[src/rtl/acq_sequencer_pkg.sv]
// acq_sequencer_pkg: state codes and default widths shared by the acquisition sequencer.
package acq_sequencer_pkg;

    localparam int unsigned ACQ_AW = 12;
    localparam int unsigned ACQ_DW = 16;
    localparam int unsigned ST_W   = 3;

    typedef enum logic [ST_W-1:0] {
        ST_IDLE = 3'd0,
        ST_CLR  = 3'd1,
        ST_PRE  = 3'd2,
        ST_ARM  = 3'd3,
        ST_POST = 3'd4,
        ST_DONE = 3'd5,
        ST_AUTO = 3'd6
    } acq_state_e;

endpackage

[src/rtl/acq_tick_div.sv]
// acq_tick_div: sample-rate divider, one registered tick every tdiv+1 enabled cycles.
module acq_tick_div
    import acq_sequencer_pkg::*;
#(
    parameter int unsigned DW = ACQ_DW
) (
    input  logic          Mclk,
    input  logic          nReset,
    input  logic          clr,
    input  logic          en,
    input  logic [DW-1:0] tdiv,
    output logic          tick
);

    logic [DW-1:0] cnt;

    // en reflects the state of the coming cycle, so tick only lands in active states
    always_ff @(posedge Mclk or negedge nReset) begin
        if (!nReset) begin
            cnt  <= '0;
            tick <= 1'b0;
        end else if (clr || !en) begin
            cnt  <= '0;
            tick <= 1'b0;
        end else if (cnt == tdiv) begin
            cnt  <= '0;
            tick <= 1'b1;
        end else begin
            cnt  <= cnt + DW'(1);
            tick <= 1'b0;
        end
    end

endmodule

[src/rtl/acq_sequencer.sv]
// acq_sequencer: clears/arms the trigger block, fills pre-trigger window, counts post-trigger samples.
// Build option: define ACQ_SEQUENCER_AUTO_TRIG_EN to enable the ARM auto-trigger timeout.
module acq_sequencer
    import acq_sequencer_pkg::*;
#(
    parameter int unsigned AW = ACQ_AW,
    parameter int unsigned DW = ACQ_DW
) (
    input  logic          Mclk,
    input  logic          nReset,
    input  logic          Go,
    input  logic          Abort,
    input  logic [DW-1:0] Tdiv,
    input  logic [AW-1:0] PreTrig,
    input  logic [15:0]   TrigTimeout,
    input  logic          Start,
    output logic          TrigRst,
    output logic          Sampled,
    output logic          WrEn,
    output logic [AW-1:0] WrAddr,
    output logic [AW-1:0] TrigAddr,
    output logic          Ready,
    output logic [2:0]    State
);

    localparam int unsigned CW = AW + 1;
    localparam logic [CW-1:0] FULL_CNT = CW'(1) << AW;

    acq_state_e    state, state_nxt;
    logic [AW-1:0] pre_trig_q;
    logic [CW-1:0] cnt;
    logic          trig_c, force_c, tick_en_c;
    logic          trig_rst_nxt, sampled_nxt, ready_nxt;

    assign State = state;

    acq_tick_div #(.DW(DW)) u_tick_div (
        .Mclk   (Mclk),
        .nReset (nReset),
        .clr    (Go),
        .en     (tick_en_c),
        .tdiv   (Tdiv),
        .tick   (WrEn)
    );

`ifdef ACQ_SEQUENCER_AUTO_TRIG_EN
    logic [15:0] to_cnt;

    // ARM ticks since ARM entry; the tick that reaches TrigTimeout forces the trigger
    always_ff @(posedge Mclk or negedge nReset) begin
        if (!nReset) begin
            to_cnt <= '0;
        end else if (state != ST_ARM) begin
            to_cnt <= '0;
        end else if (WrEn) begin
            to_cnt <= to_cnt + 16'd1;
        end
    end

    assign force_c = (state == ST_ARM) && (TrigTimeout != 16'd0) && WrEn && !Start
                     && ((to_cnt + 16'd1) == TrigTimeout);
`else
    logic unused_trig_timeout;
    assign unused_trig_timeout = ^TrigTimeout;
    assign force_c = 1'b0;
`endif

    // next state and next registered outputs
    always_comb begin
        state_nxt = state;
        trig_c    = 1'b0;
        case (state)
            ST_IDLE: state_nxt = ST_IDLE;
            ST_CLR:  state_nxt = (pre_trig_q == '0) ? ST_ARM : ST_PRE;
            ST_PRE:  if (WrEn && cnt == CW'(1)) state_nxt = ST_ARM;
            ST_ARM: begin
                if (Start || force_c) begin
                    trig_c    = 1'b1;
                    state_nxt = Start ? ST_POST : ST_AUTO;
                end
            end
            ST_AUTO, ST_POST: state_nxt = (WrEn && cnt == CW'(1)) ? ST_DONE : ST_POST;
            ST_DONE: state_nxt = ST_DONE;
            default: state_nxt = ST_IDLE;
        endcase
        if (Go)    state_nxt = ST_CLR;
        if (Abort) state_nxt = ST_IDLE;

        tick_en_c    = state_nxt inside {ST_PRE, ST_ARM, ST_AUTO, ST_POST};
        trig_rst_nxt = state_nxt inside {ST_IDLE, ST_CLR, ST_DONE};
        sampled_nxt  = state_nxt inside {ST_ARM, ST_AUTO, ST_POST};
        ready_nxt    = (state_nxt == ST_DONE);
    end

    always_ff @(posedge Mclk or negedge nReset) begin
        if (!nReset) begin
            state   <= ST_IDLE;
            TrigRst <= 1'b1;
            Sampled <= 1'b0;
            Ready   <= 1'b0;
        end else begin
            state   <= state_nxt;
            TrigRst <= trig_rst_nxt;
            Sampled <= sampled_nxt;
            Ready   <= ready_nxt;
        end
    end

    // write address, trigger address and the shared pre/post sample counter
    always_ff @(posedge Mclk or negedge nReset) begin
        if (!nReset) begin
            pre_trig_q <= '0;
            cnt        <= '0;
            WrAddr     <= '0;
            TrigAddr   <= '0;
        end else if (Abort) begin
            WrAddr <= WrAddr + AW'(WrEn);
        end else if (Go) begin
            pre_trig_q <= PreTrig;
            WrAddr     <= '0;
        end else begin
            WrAddr <= WrAddr + AW'(WrEn);
            case (state)
                ST_CLR: cnt <= CW'(pre_trig_q);
                ST_PRE, ST_AUTO, ST_POST: if (WrEn) cnt <= cnt - CW'(1);
                ST_ARM: begin
                    if (trig_c) begin
                        TrigAddr <= WrAddr + AW'(WrEn);
                        cnt      <= FULL_CNT - CW'(pre_trig_q);
                    end
                end
                default: cnt <= cnt;
            endcase
        end
    end

endmodule

[config.mk]
export PLATFORM = sky130hd
export DESIGN_NAME = acq_sequencer
export DESIGN_NICKNAME = d
export VERILOG_FILES = /design/src/rtl/acq_sequencer_pkg.sv /design/src/rtl/acq_tick_div.sv /design/src/rtl/acq_sequencer.sv
export SDC_FILE = /design/constraint.sdc
export NUM_CORES = 1
export LEC_CHECK = 0
export CAP_MARGIN = 25
export CORE_MARGIN = 5
export CORE_UTILIZATION = 47
export DETAILED_ROUTE_END_ITERATION = 12
export PLACE_DENSITY = 0.77
export SLEW_MARGIN = 25
export SYNTH_ARGS = -nofsm -noshare
export SYNTH_HDL_FRONTEND = slang
export SYNTH_SLANG_ARGS = --single-unit
[constraint.sdc]
create_clock -name Mclk -period 2.1 [get_ports Mclk]
set_input_delay 0.21 -clock Mclk [delete_from_list [all_inputs] [get_ports Mclk]]
set_output_delay 0.21 -clock Mclk [all_outputs]
set_load 0.01 [all_outputs]
# Yosys cells after proc, flatten, opt, wreduce, memory -nomap -nowiden

Cells that the tools add are included.

Add/subtract/negate cells: 4
Bitwise gates (word level): 2
Reduce and logical (&&, ||, !) cells: 14
Muxes and demuxes: 18
Eq/ne operators: 16

Operator list:

| cell                                                                   | number |
|---|---|
| 13-bit one-hot mux with 3 select lines                                 | 1 |
| 16-bit 2-to-1 mux                                                      | 2 |
| 13-bit 2-to-1 mux                                                      | 2 |
| 12-bit 2-to-1 mux                                                      | 2 |
| 3-bit equality test, second input constant                             | 6 |
| 16-bit by 1-bit adder with 16-bit output, second input constant        | 1 |
| 16-bit equality test                                                   | 1 |
| 3-bit one-hot mux with 5 select lines                                  | 1 |
| 13-bit by 1-bit equality test with 1-bit output, second input constant | 1 |
| 13-bit by 1-bit subtractor with 13-bit output, second input constant   | 1 |
| 13-bit by 12-bit subtractor with 13-bit output, first input constant   | 1 |
| 12-bit by 1-bit adder with 12-bit output                               | 1 |
| 3-bit by 2-bit equality test with 1-bit output, second input constant  | 4 |
| 12-bit logical NOT                                                     | 1 |
| 3-bit 2-to-1 mux                                                       | 4 |
| 3-bit nonzero test                                                     | 3 |
| 3-bit by 1-bit equality test with 1-bit output, second input constant  | 2 |
| 1-bit 2-to-1 mux                                                       | 6 |
| 5-bit AND reduction                                                    | 1 |
| 4-bit AND reduction                                                    | 1 |
| 4-bit nonzero test                                                     | 1 |
| 3-bit logical NOT                                                      | 1 |
| 3-bit OR reduction                                                     | 1 |
| 2-bit by 1-bit != test with 1-bit output, second input constant        | 1 |
| 7 further kinds                                                        | 8 |

Register bits: 72
Word-level logic and storage cells: 64
Input port bits: 49
Output and inout port bits: 31

# Depth between registers and ports, before layout

Gate-level depths: netlist of run 1.

Word-level depth: 11
Gate-level depth with buffers: 8

# Cells and area by module

Synthesis of run 1 repeated with hierarchy kept, for this count alone.

Cells, all modules: 420
Area total of the unflattened synthesis: 4,032.6 µm²

Modules (own cells, without submodules):

| module        | instances | area an instance (µm²) | cells each |
|---|---|---|---|
| acq_sequencer | 1         | 2,975.4                | 313 |
| acq_tick_div  | 1         | 1,057.3                | 107 |

# Worst setup path after synthesis of run 1

No wires, ideal clock.

Path type: reg2reg
From: reg pre_trig_q[1]
To: reg u_tick_div.cnt[10]
Stages on the path, launching flop included: 9
Data required time: 1.966 ns
Period minus slack after synthesis: 2.032 ns
Arrival: 1.898 ns
Buffers on the path: 1
Setup slack: 0.068 ns
Cell sequence: dfrtp_1 > inv_1 > ha_1 > or4b_4 > and4bb_1 > and3_4 > o21ba_4 > buf_6 > nor3_1

Longest elaborated chain between the ends: 10

RTL lines:

| what                                                                                  | line                 | RTL |
|---|---|---|
| from (decl)                                                                           | acq_sequencer.sv:30  | `logic [AW-1:0] pre_trig_q;` |
| from (signal assigned)                                                                | acq_sequencer.sv:119 | `pre_trig_q <= PreTrig;` |
| 12-bit logical NOT *                                                                  | acq_sequencer.sv:74  | `ST_CLR: state_nxt = (pre_trig_q == '0) ? ST_ARM : ST_PRE;` |
| 1-bit 2-to-1 mux *                                                                    | acq_sequencer.sv:74  |  |
| 3-bit one-hot mux with 5 select lines *                                               | acq_sequencer.sv:72  | `case (state)` |
| 3-bit 2-to-1 mux *                                                                    | acq_sequencer.sv:86  | `if (Go) state_nxt = ST_CLR;` |
| 3-bit 2-to-1 mux *                                                                    | acq_sequencer.sv:87  | `if (Abort) state_nxt = ST_IDLE;` |
| 3-bit by 2-bit equality test with 1-bit output or 3-bit equality test (tied branches) | acq_sequencer.sv:89  | `tick_en_c = state_nxt inside {ST_PRE, ST_ARM, ST_AUTO, ST_POST};` |
| 4-bit nonzero test *                                                                  | acq_sequencer.sv:89  |  |
| 1-bit logical NOT *                                                                   | acq_tick_div.sv:22   | `end else if (clr \|\| !en) begin` |
| 1-bit logical OR *                                                                    | acq_tick_div.sv:22   |  |
| 16-bit 2-to-1 mux *                                                                   | acq_tick_div.sv:22   |  |
| to (signal assigned)                                                                  | acq_tick_div.sv:29   | `cnt <= cnt + DW'(1);` |
| to (decl)                                                                             | acq_tick_div.sv:15   | `logic [DW-1:0] cnt;` |

Mark *: on every way between the ends. The rest lies on a longest branch, timed or not.
A chain may end at the register's enable or synchronous reset.

# Worst setup path in the final report of run 1

From: reg pre_trig_q[1]
To: reg Sampled

Longest elaborated chain between the ends: 7

RTL lines:

| what                                                                                  | line                 | RTL |
|---|---|---|
| 12-bit logical NOT *                                                                  | acq_sequencer.sv:74  |  |
| 1-bit 2-to-1 mux *                                                                    | acq_sequencer.sv:74  |  |
| 3-bit one-hot mux with 5 select lines *                                               | acq_sequencer.sv:72  |  |
| 3-bit 2-to-1 mux *                                                                    | acq_sequencer.sv:86  |  |
| 3-bit 2-to-1 mux *                                                                    | acq_sequencer.sv:87  |  |
| 3-bit by 2-bit equality test with 1-bit output or 3-bit equality test (tied branches) | acq_sequencer.sv:91  | `sampled_nxt = state_nxt inside {ST_ARM, ST_AUTO, ST_POST};` |
| 3-bit nonzero test *                                                                  | acq_sequencer.sv:91  |  |
| via sampled_nxt                                                                       | acq_sequencer.sv:33  | `logic trig_rst_nxt, sampled_nxt, ready_nxt;` |
| to (signal assigned)                                                                  | acq_sequencer.sv:104 | `Sampled <= sampled_nxt;` |
| to (decl)                                                                             | acq_sequencer.sv:18  | `output logic Sampled,` |

Mark *: on every way through the listed nets, which the timed path passes. The rest lies on a longest branch.

==> results of run 1 <==
-- per-stage QoR --
| stage | util | power [W] | area (sq um) | instances |
|---|---|---|---|---|
| 3_3_place_gp | 0.597 | 0.00227 | 4930 | 601 |
| 2_1_floorplan | - | 0.00196 | 3980 | 415 |
| 6_report | 0.641 | 0.00358 | 5300 | 624 |
| 3_5_place_dp | 0.597 | 0.00229 | 4930 | 601 |
| 4_1_cts | 0.632 | 0.00356 | 5220 | 620 |
| 5_1_grt | 0.641 | 0.00374 | 5300 | 624 |
-- kinds of logic after synthesis --
logic type	after synthesis	synth area share
AOI/OAI and AO/OA	87	0.139
xor gates and xnor gates	46	0.101
adders and majority gates	6	0.0188
buffers and inverters	34	0.0418
DFF	72	0.453
muxes	15	0.0415
and+or+nand+nor	155	0.205
-- worst min path at each step --
| stage | end | slack, ns | from | depth (start not counted) |
|---|---|---|---|---|
| after floorplan | Ready$_DFF_PN0_ | -0.09 | nReset | 0 |
| after global placement | cnt[10]$_DFFE_PN0P_ | 0.23 | nReset | 2 |
| after detailed placement | cnt[10]$_DFFE_PN0P_ | 0.24 | nReset | 2 |
| after CTS | cnt[10]$_DFFE_PN0P_ | 0.39 | nReset | 3 |
| after global routing | cnt[11]$_DFFE_PN0P_ | 0.43 | nReset | 3 |
| final | cnt[11]$_DFFE_PN0P_ | 0.39 | nReset | 3 |
-- area by class of cell --
type | count | share of cell area
timing repair buffer | 106 | 0.182
clock inverter | 7 | 0.0194
clock buffer | 9 | 0.0234
sequential | 72 | 0.341
inverter | 13 | 0.00921
tap | 105 | 0.0248
multi-input combinational | 312 | 0.401
-- worst max-delay path, stage by stage, from the launching register on --
cell      delay, ns
dfrtp_1        0.40
inv_2          0.08
ha_4           0.15
or4b_4         0.49
and4bb_1       0.31
and3_4         0.25
o21ba_4        0.22
a211oi_2       0.07
-- placed cells by master, fill, tap and decap left out, types with 4 or more instances in the layout --
master	netlist	final
dfrtp_1	71	70
nor2b_1	6	5
nand2_1	29	29
xor2_1	30	30
o21ai_1	1	4
o21ai_0	35	32
and3_1	10	10
mux2_2	12	12
nor3_2	0	4
clkdlybuf4s50_1	0	62
a21oi_1	17	16
ha_1	6	4
o211ai_1	4	4
buf_4	0	41
clkbuf_8	0	9
xnor2_1	16	16
nor2_1	29	29
inv_1	13	11
nand3_1	15	15
nor3_1	30	25
nor4_1	10	10
-- metal layers --
| metal | up-vias | routed length [um] |
|---|---|---|
| li1 | 1691 | - |
| met1 | 1717 | 4770 |
| met2 | 145 | 4990 |
| met3 | 12 | 726 |
| met4 | 0 | 136 |
| met5 | - | 0 |
-- repair_timing --
item / in CTS / in global routing
gates resized for setup: 6 / 15
hold buffers: 1 / 0
setup endpoints to repair: 20 / 25
cloned: 2 / 1
pin swaps: 2 / 8
buffers inserted: 0 / 3
hold endpoints to repair: 71 / 0
-- where the power goes --
| part | internal [W] | leakage [nW] | switching (W) |
|---|---|---|---|
| Sequential | 0.00148 | 0.954 | 0.000115 |
| Clock | 0.000684 | 0.116 | 0.000577 |
| Combinational | 0.000360 | 1.19 | 0.000364 |
| Total | 0.00253 | 2.26 | 0.00106 |
-- flip-flops by register name, indices dropped and copies added (netlist names) --
name / flops
u_tick_div.cnt: 16
State: 3
Ready: 1
WrAddr: 12
TrigRst: 1
cnt: 13
pre_trig_q: 12
Sampled: 1
TrigAddr: 12
u_tick_div.tick: 1
==> run summary, run 1 <==
worst hold path class: in2async
full die area: 10400 sq um
Critical path destination: Sampled$_DFF_PN0_
Initial Util: 0.482
tightest hold margin: 0.386 ns
multi-input logic area: 2120 sq um
Bufs on Longest Clock Path: 2
Reg clk slew, reported paths: 0.08 ns
Detailed Routing Iterations Pass 1: 5
synthesized net count: 470
Row Count: 33
max_slew headroom: 0.588
routability-driven placement congestion ratio: 0.950
Max-cap violations: 0
# clock sinks: 72
reg2reg end: Sampled$_DFF_PN0_
die width: 102 um
final count of negative-setup-slack endpoints: 9
met1 Track Usage GR: 0.309
Layout Nets: 569
initial antenna violation count: 0
buffer type at the clock tree root: clkbuf_8
CP Launch Point: pre_trig_q[1]$_DFFE_PN0P_
Avg Cell Area, Syn: 9.60 sq um
vias in the first global route: 3581
vias per cell: 5.71
synthesized area: 3980 sq um
Yosys cell types: 65
1st-iter DRT viols: 331
first-pass GRT wire length: 17.6 mm
path depth of the worst reg2reg path: 7
critical path peak fanout: 5
Port-buffer cells: 63
residual DRC count: 0
# diodes: 0
worst endpoint data arrival time: 2.33 ns
die height: 102 um
period utilization: 1.01
clock latency on the worst-skew pair: 0.35 ns
Critical Path RT: 2.30 ns
worst slew pin tran: 0.618 ns
Boundary Pins: 80
Routed Antenna Nets: 0
LEAKAGE: 2.26 nW
Yosys top cell area share: 0.446
Primary FF master, synth: dfrtp_1
GRT Max-Usage Layer: met2
Post-synth EDFFs: 0
via count: 3565
status: complete, but fails checks
RSZ-0062 raised after global routing: yes
Final min period: 2.13 ns
Startpoint Class: register
fraction of layout cells with a size suffix above 1: 0.189
Sequential Area: 1800 sq um
largest net degree at the start of global routing: 49
Place WS: -0.104 ns
final hold viol count: 0
Area contributors post-synth: dfrtp_1 45%, xor2_1 6.6%, o21ai_0 4.4%, nor3_1 3.8%, xnor2_1 3.5%
Peak supply drop: 0.000413 V
top-count cell post-synth: dfrtp_1
GRT overflow: 0
fillcell total: 689
asr flop ratio synth: 1.00
Num CTS Buffers: 9
htree depth: 3
Seq/Total Area, Yosys: 0.453
reg-to-reg startpoint: pre_trig_q[1]$_DFFE_PN0P_
total core area: 8260 sq um
WL/cell: 17.0 um
Synth warnings: 0
Fmax: 470 MHz
synthesized instance count: 415
area growth from synthesis to layout: 32.9%
CTS tree: yes
post-route setup slack: -0.0281 ns
failing checks: negative setup slack
GR Layer Usage met3: 0.0348
Critical Path End Type: register
Power Density: 676 nW/um^2
reg-to-reg slack, setup: -0.03 ns
max-slew violations: 0
M2 GR Usage: 0.336
FF+latch count, synth: 72
setup TNS: -0.0469 ns
clock skew: 0.0169 ns
CP Class: reg2reg
final wirelength: 10.6 mm
Post-DP HPWL: 7.48 mm
most area-hungry cell type in the Yosys netlist: dfrtp_1
synth cell count leaders: 71 x dfrtp_1, 35 x o21ai_0, 30 x nor3_1, 30 x xor2_1
GR Util All Layers: 0.216
Power figures use the tool's default switching activity.
==> run 2: changes to the inputs <==
==> constraint.sdc (replaced) <==
create_clock -name Mclk -period 2.1 [get_ports Mclk]
set_input_delay 0.42 -clock Mclk [delete_from_list [all_inputs] [get_ports Mclk]]
set_output_delay 0.42 -clock Mclk [all_outputs]
set_load 0.01 [all_outputs]
==> run summary, run 2 (synthesis gave the netlist of run 1 again) <==
GRT overflow: 0 (unchanged)
Row Count: 33 (unchanged)
via count: 3594 (+0.81%)
Peak supply drop: 0.000433 V (+4.9%)
Tot Pwr: 0.00349 W (-2.6%)
1st-iter DRT viols: 235 (-29%)
Startpoint Class: register
Port-buffer cells: 63 (unchanged)
die height: 102 um (unchanged)
commonest non-fill, non-tap cell in the layout: dfrtp_1
vias in the first global route: 3594 (+0.36%)
Fmax: 475 MHz (+1.0%)
path depth of the worst reg2reg path: 7 (unchanged)
area growth from synthesis to layout: 33.5%
Critical Path RT: 2.34 ns (+0.04 ns)
final hold viol count: 0 (unchanged)
commonest non-fill, non-tap cells in the layout: 71 x dfrtp_1, 62 x clkdlybuf4s50_1, 46 x buf_4
final count of negative-setup-slack endpoints: 8 (-1)
Internal: 0.00241 W (-4.5%)
Detailed Routing Iterations Pass 1: 5 (unchanged)
total core area: 8260 sq um (unchanged)
part of the power in combinational logic: 0.216 (+0.014)
reg-to-reg slack, setup: -0.007 ns (+0.02 ns)
GR Util All Layers: 0.213 (-0.00310)
Largest Register: u_tick_div.cnt
clock latency on the worst-skew pair: 0.35 ns (about the same)
Power Density: 655 nW/um^2 (-3.1%)
Bufs on Longest Clock Path: 2 (unchanged)
NetSw: 0.00107 W (+1.7%)
max_slew headroom: 0.534 (-0.0536)
final wirelength: 10.7 mm (+0.41%)
Critical Path End Type: register
tightest hold margin: 0.0754 ns (-0.311 ns)
residual DRC count: 0 (unchanged)
fraction of layout cells with a size suffix above 1: 0.191 (+0.00202)
htree depth: 3 (unchanged)
reg-to-reg startpoint: pre_trig_q[0]$_DFFE_PN0P_
Initial Util: 0.482 (unchanged)
Reg clk slew, reported paths: 0.09 ns (about the same)
Place WS: -0.156 ns (-0.0517 ns)
share of total power in sequential cells: 0.457 (+0.011)
worst hold path class: in2async
die width: 102 um (unchanged)
max reg flops: 16 (unchanged)
full die area: 10400 sq um (unchanged)
Boundary Pins: 80 (unchanged)
fin util: 0.644 (+0.00288)
Final min period: 2.11 ns (-0.0216 ns)
max-slew violations: 0 (unchanged)
RSZ-0062 raised after global routing: yes
Largest regs: u_tick_div.cnt: 16 flops, cnt: 13 flops
post-route setup slack: -0.00653 ns (+0.0216 ns)
largest net degree at the start of global routing: 73 (+49%)
Max-cap violations: 0 (unchanged)
first-pass GRT wire length: 17.3 mm (-1.8%)
Routed Antenna Nets: 0 (unchanged)
switching share of total power: 0.308 (+0.0132)
dpl cells: 606 (+0.83%)
buffer type at the clock tree root: clkbuf_8
CP Class: reg2reg
CTS tree: yes
reg2reg end: u_tick_div.cnt[14]$_DFF_PN0_
vias per cell: 5.71 (about the same)
LEAKAGE: 2.28 nW (+0.69%)
critical path peak fanout: 5 (unchanged)
Num CTS Buffers: 9 (unchanged)
clock skew: 0.00766 ns (-0.00925 ns)
# diodes: 0 (unchanged)
non-filler cells, final: 629 (+0.80%)
initial antenna violation count: 0 (unchanged)
Layout Nets: 574 (+0.88%)
failing checks: negative setup slack
status: complete, but fails checks
fillcell total: 648 (-6.0%)
worst slew pin tran: 0.681 ns (+0.0628 ns)
routability-driven placement congestion ratio: 0.945 (-0.45%)
# clock sinks: 72 (unchanged)
worst endpoint data arrival time: 2.35 ns (+0.02 ns)
clock share of power: 0.327 (-0.025)
WL/cell: 17.0 um (-0.38%)
Post-DP HPWL: 7.51 mm (+0.35%)
period utilization: 1.00 (-0.0103)
run 2: layout make-up:
| cell class | instances | area (sq um) | area share |
|---|---|---|---|
| clock buffer | 9 | 124 | 0.0233 |
| clock inverter | 7 | 78.8 | 0.0148 |
| inverter | 13 | 48.8 | 0.00917 |
| multi-input combinational | 312 | 2120 | 0.399 |
| sequential | 72 | 1800 | 0.339 |
| tap | 105 | 131 | 0.0247 |
| timing repair buffer | 111 | 1010 | 0.190 |
run 2: power groups by stage:
| stage | clock, W | combinational, W | sequential (W) |
|---|---|---|---|
| global route | 0.00122 | 0.000815 | 0.00161 |
| finish | 0.00114 | 0.000752 | 0.00159 |
| floorplan | 0 | 0.000373 | 0.00159 |
| global placement | 0 | 0.000676 | 0.00161 |
| detailed placement | 0 | 0.000700 | 0.00161 |
| CTS | 0.00116 | 0.000721 | 0.00159 |
run 2: routing by layer:
metal / share of wire / vias to the layer above / GRT usage
li1: - / 1702 / -
met1: 0.44 / 1730 / 0.291
met2: 0.47 / 144 / 0.329
met3: 0.066 / 18 / 0.0389
met4: 0.015 / 0 / 0.0999
met5: 0 / - / 0
run 2: worst max-delay path, cell delays in order (launching register included):
cell	delay, ns
dfrtp_1	0.40
inv_2	0.09
ha_4	0.16
or4b_4	0.51
and4bb_1	0.30
and3_4	0.27
o21ba_4	0.20
nor3_1	0.06
run 2: what timing repair did:
item / CTS / global route
endpoints found under the setup margin: 22 / 22
hold buffers: 0 / 0
setup buffers: 2 / 2
pin swaps: 4 / 9
cloned: 3 / 0
hold endpoints to repair: 0 / 0
gates resized for setup: 7 / 12
run 2: how the worst max path moves through the flow:
stage	depth (start not counted)	from	endpoint
floorplan	8	pre_trig_q[1]$_DFFE_PN0P_	u_tick_div.cnt[10]$_DFF_PN0_
global placement	7	pre_trig_q[0]$_DFFE_PN0P_	u_tick_div.tick$_DFF_PN0_
detailed placement	9	Start	cnt[5]$_DFFE_PN0P_
CTS	7	pre_trig_q[1]$_DFFE_PN0P_	Sampled$_DFF_PN0_
global route	7	pre_trig_q[0]$_DFFE_PN0P_	u_tick_div.cnt[8]$_DFF_PN0_
finish	7	pre_trig_q[0]$_DFFE_PN0P_	u_tick_div.cnt[14]$_DFF_PN0_
run 2: through the flow:
stage / setup TNS [ns] / area [sq um]
2_1_floorplan: 0 / 3980
3_3_place_gp: -1.76 / 4980
3_5_place_dp: -3.41 / 4980
4_1_cts: 0 / 5260
5_1_grt: -0.993 / 5320
6_report: -0.0145 / 5320
==> variant (flow settings as in run 1) <==
Put one more register stage on the output `Sampled`, cleared by the reset. The value now appears one clock later. The other outputs are not delayed to match.
--- a/src/rtl/acq_sequencer.sv
+++ b/src/rtl/acq_sequencer.sv
@@ -25,6 +25,8 @@
 
     localparam int unsigned CW = AW + 1;
     localparam logic [CW-1:0] FULL_CNT = CW'(1) << AW;
+
+    logic Sampled_s0;
 
     acq_state_e    state, state_nxt;
     logic [AW-1:0] pre_trig_q;
@@ -96,12 +98,12 @@
         if (!nReset) begin
             state   <= ST_IDLE;
             TrigRst <= 1'b1;
-            Sampled <= 1'b0;
+            Sampled_s0 <= 1'b0;
             Ready   <= 1'b0;
         end else begin
             state   <= state_nxt;
             TrigRst <= trig_rst_nxt;
-            Sampled <= sampled_nxt;
+            Sampled_s0 <= sampled_nxt;
             Ready   <= ready_nxt;
         end
     end
@@ -134,5 +136,13 @@
         end
     end
 
+    always_ff @(posedge Mclk or negedge nReset) begin
+        if (!nReset) begin
+            Sampled <= '0;
+        end else begin
+            Sampled <= Sampled_s0;
+        end
+    end
+
 endmodule
 
Check against the original RTL: not equivalent (a bounded check fails within 4 cycles, from zero or initial values and one cycle with nReset low).
==> variant against run 1 <==
Sequential cell count is 1 higher. The flow still finishes with violations (negative setup slack). Power fell by 7.6%. Core utilization down 1.3 points. Non-clock buffer count is 7 lower. Combinational power decreased by 11%. Die area is 0.12% higher. Design area is 2.0% lower. Synthesized area increased by 0.13%. Clock skew down 0.0046 ns. Worst setup slack improved by 0.0032 ns. Critical path type unchanged. Wire length down 5.7%. Via count decreased by 1.6%.
==> variant: results <==
{
  "outcome": "finished with violations",
  "violations": "negative setup slack",
  "fin_ws_ns": -0.0249,
  "synth_cell_types": 51,
  "synth_nets": 482,
  "reg2reg_to": "u_tick_div.cnt[9]",
  "synth_compound_area_share_pct": 11.4,
  "drtIter0Drc": 251,
  "crit_fanout": 19,
  "ys_seq_area_share_pct": 45.8,
  "cts.sinks": 73,
  "clockBufferDepth": 2,
  "grt_pass1_wl_mm": 16.4,
  "layout.area.seq_sq_um": 1830,
  "die_area_sq_um": 10400,
  "dpl_cell_area_sq_um": 4940,
  "wl_per_cell_um": 15.9,
  "critPathMaxStageDelay_ns": 0.55,
  "dp.cells": 611,
  "gp_congestion": 0.925,
  "drive_above_1_share_pct": 15.3,
  "rr_startpoint": "pre_trig_q[8]",
  "p_switching_mw": 1.03,
  "layout.nets": 574,
  "crit_start": "pre_trig_q[8]",
  "inverters_excl_clock": 10,
  "track_usage_pct": 20.0,
  "finalClockSkew_ns": 0.0123,
  "dp_hpwl_mm": 7.23,
  "synthXorXnorAreaFrac_pct": 10.1,
  "power_mw": 3.31,
  "netlist_instances": 427,
  "synth_fa_ha_area_share_pct": 1.88,
  "synth_area_leaders": "dfrtp_1 (45%), xor2_1 (7.7%), nor2_1 (5.7%), nand2_1 (4.0%), o21ai_0 (3.9%)",
  "synthMuxAreaShare_pct": 3.92,
  "critPathSlowestCell": "or4_4",
  "synth_common_cells": "dfrtp_1 (72), nor2_1 (61), nand2_1 (42)",
  "combPwrFrac_pct": 19.5,
  "worst_ep_arrival_time_ns": 2.37,
  "buffer_area_share_pct": 18.0,
  "slew_headroom_pct": 62.9,
  "whs_ns": 0.374,
  "hold_class": "register to register",
  "grt_pass1_vias": 3491,
  "vdd_drop_max_mv": 0.449,
  "utilization_pct": 62.8,
  "clkPwrFrac_pct": 31.5,
  "wl_mm": 10.0,
  "multiInputGateArea_sq_um": 2070,
  "nMultiInputCombCells": 326,
  "nFillCells": 715,
  "grt_max_degree": 74,
  "rr_worst_depth": 6,
  "setup_viol": 18,
  "viasPerCell": 5.58
}
## variant: cell types whose count changed in the layout (fill, tap and decap cells not counted), sizes merged, moves of 5 or more
cell and delta:
and3 -7, o21ai -5, xor2 +5, nand2 +13, nor3b +7, nor3 -16, xnor2 -5, buf -7
nor2 +32
## variant: per-stage QoR
step	worst slack [ns]	setup TNS (ns)
final	-0.0249	-0.216
after global routing	-0.0608	-0.884
after CTS	-0.0359	-0.412
after detailed placement	-0.0886	-1.38
after global placement	-0.0647	-0.948
after floorplan	0.0387	0
## variant: per-layer routing
metal / vias up / wire length, um / GRT usage, %
met2: 133 / 4810 / 31.9
met5: - / 0 / 0
met1: 1674 / 4480 / 27.1
met4: 0 / 125 / 5.75
met3: 15 / 603 / 4.91
li1: 1685 / - / -
## variant: timing repair
action	CTS	global route
endpoints found under the setup margin	18	21
pin swaps	2	2
hold buffers	1	0
buffers inserted	0	1
endpoints found under the hold margin	72	0
gates resized for setup	2	7
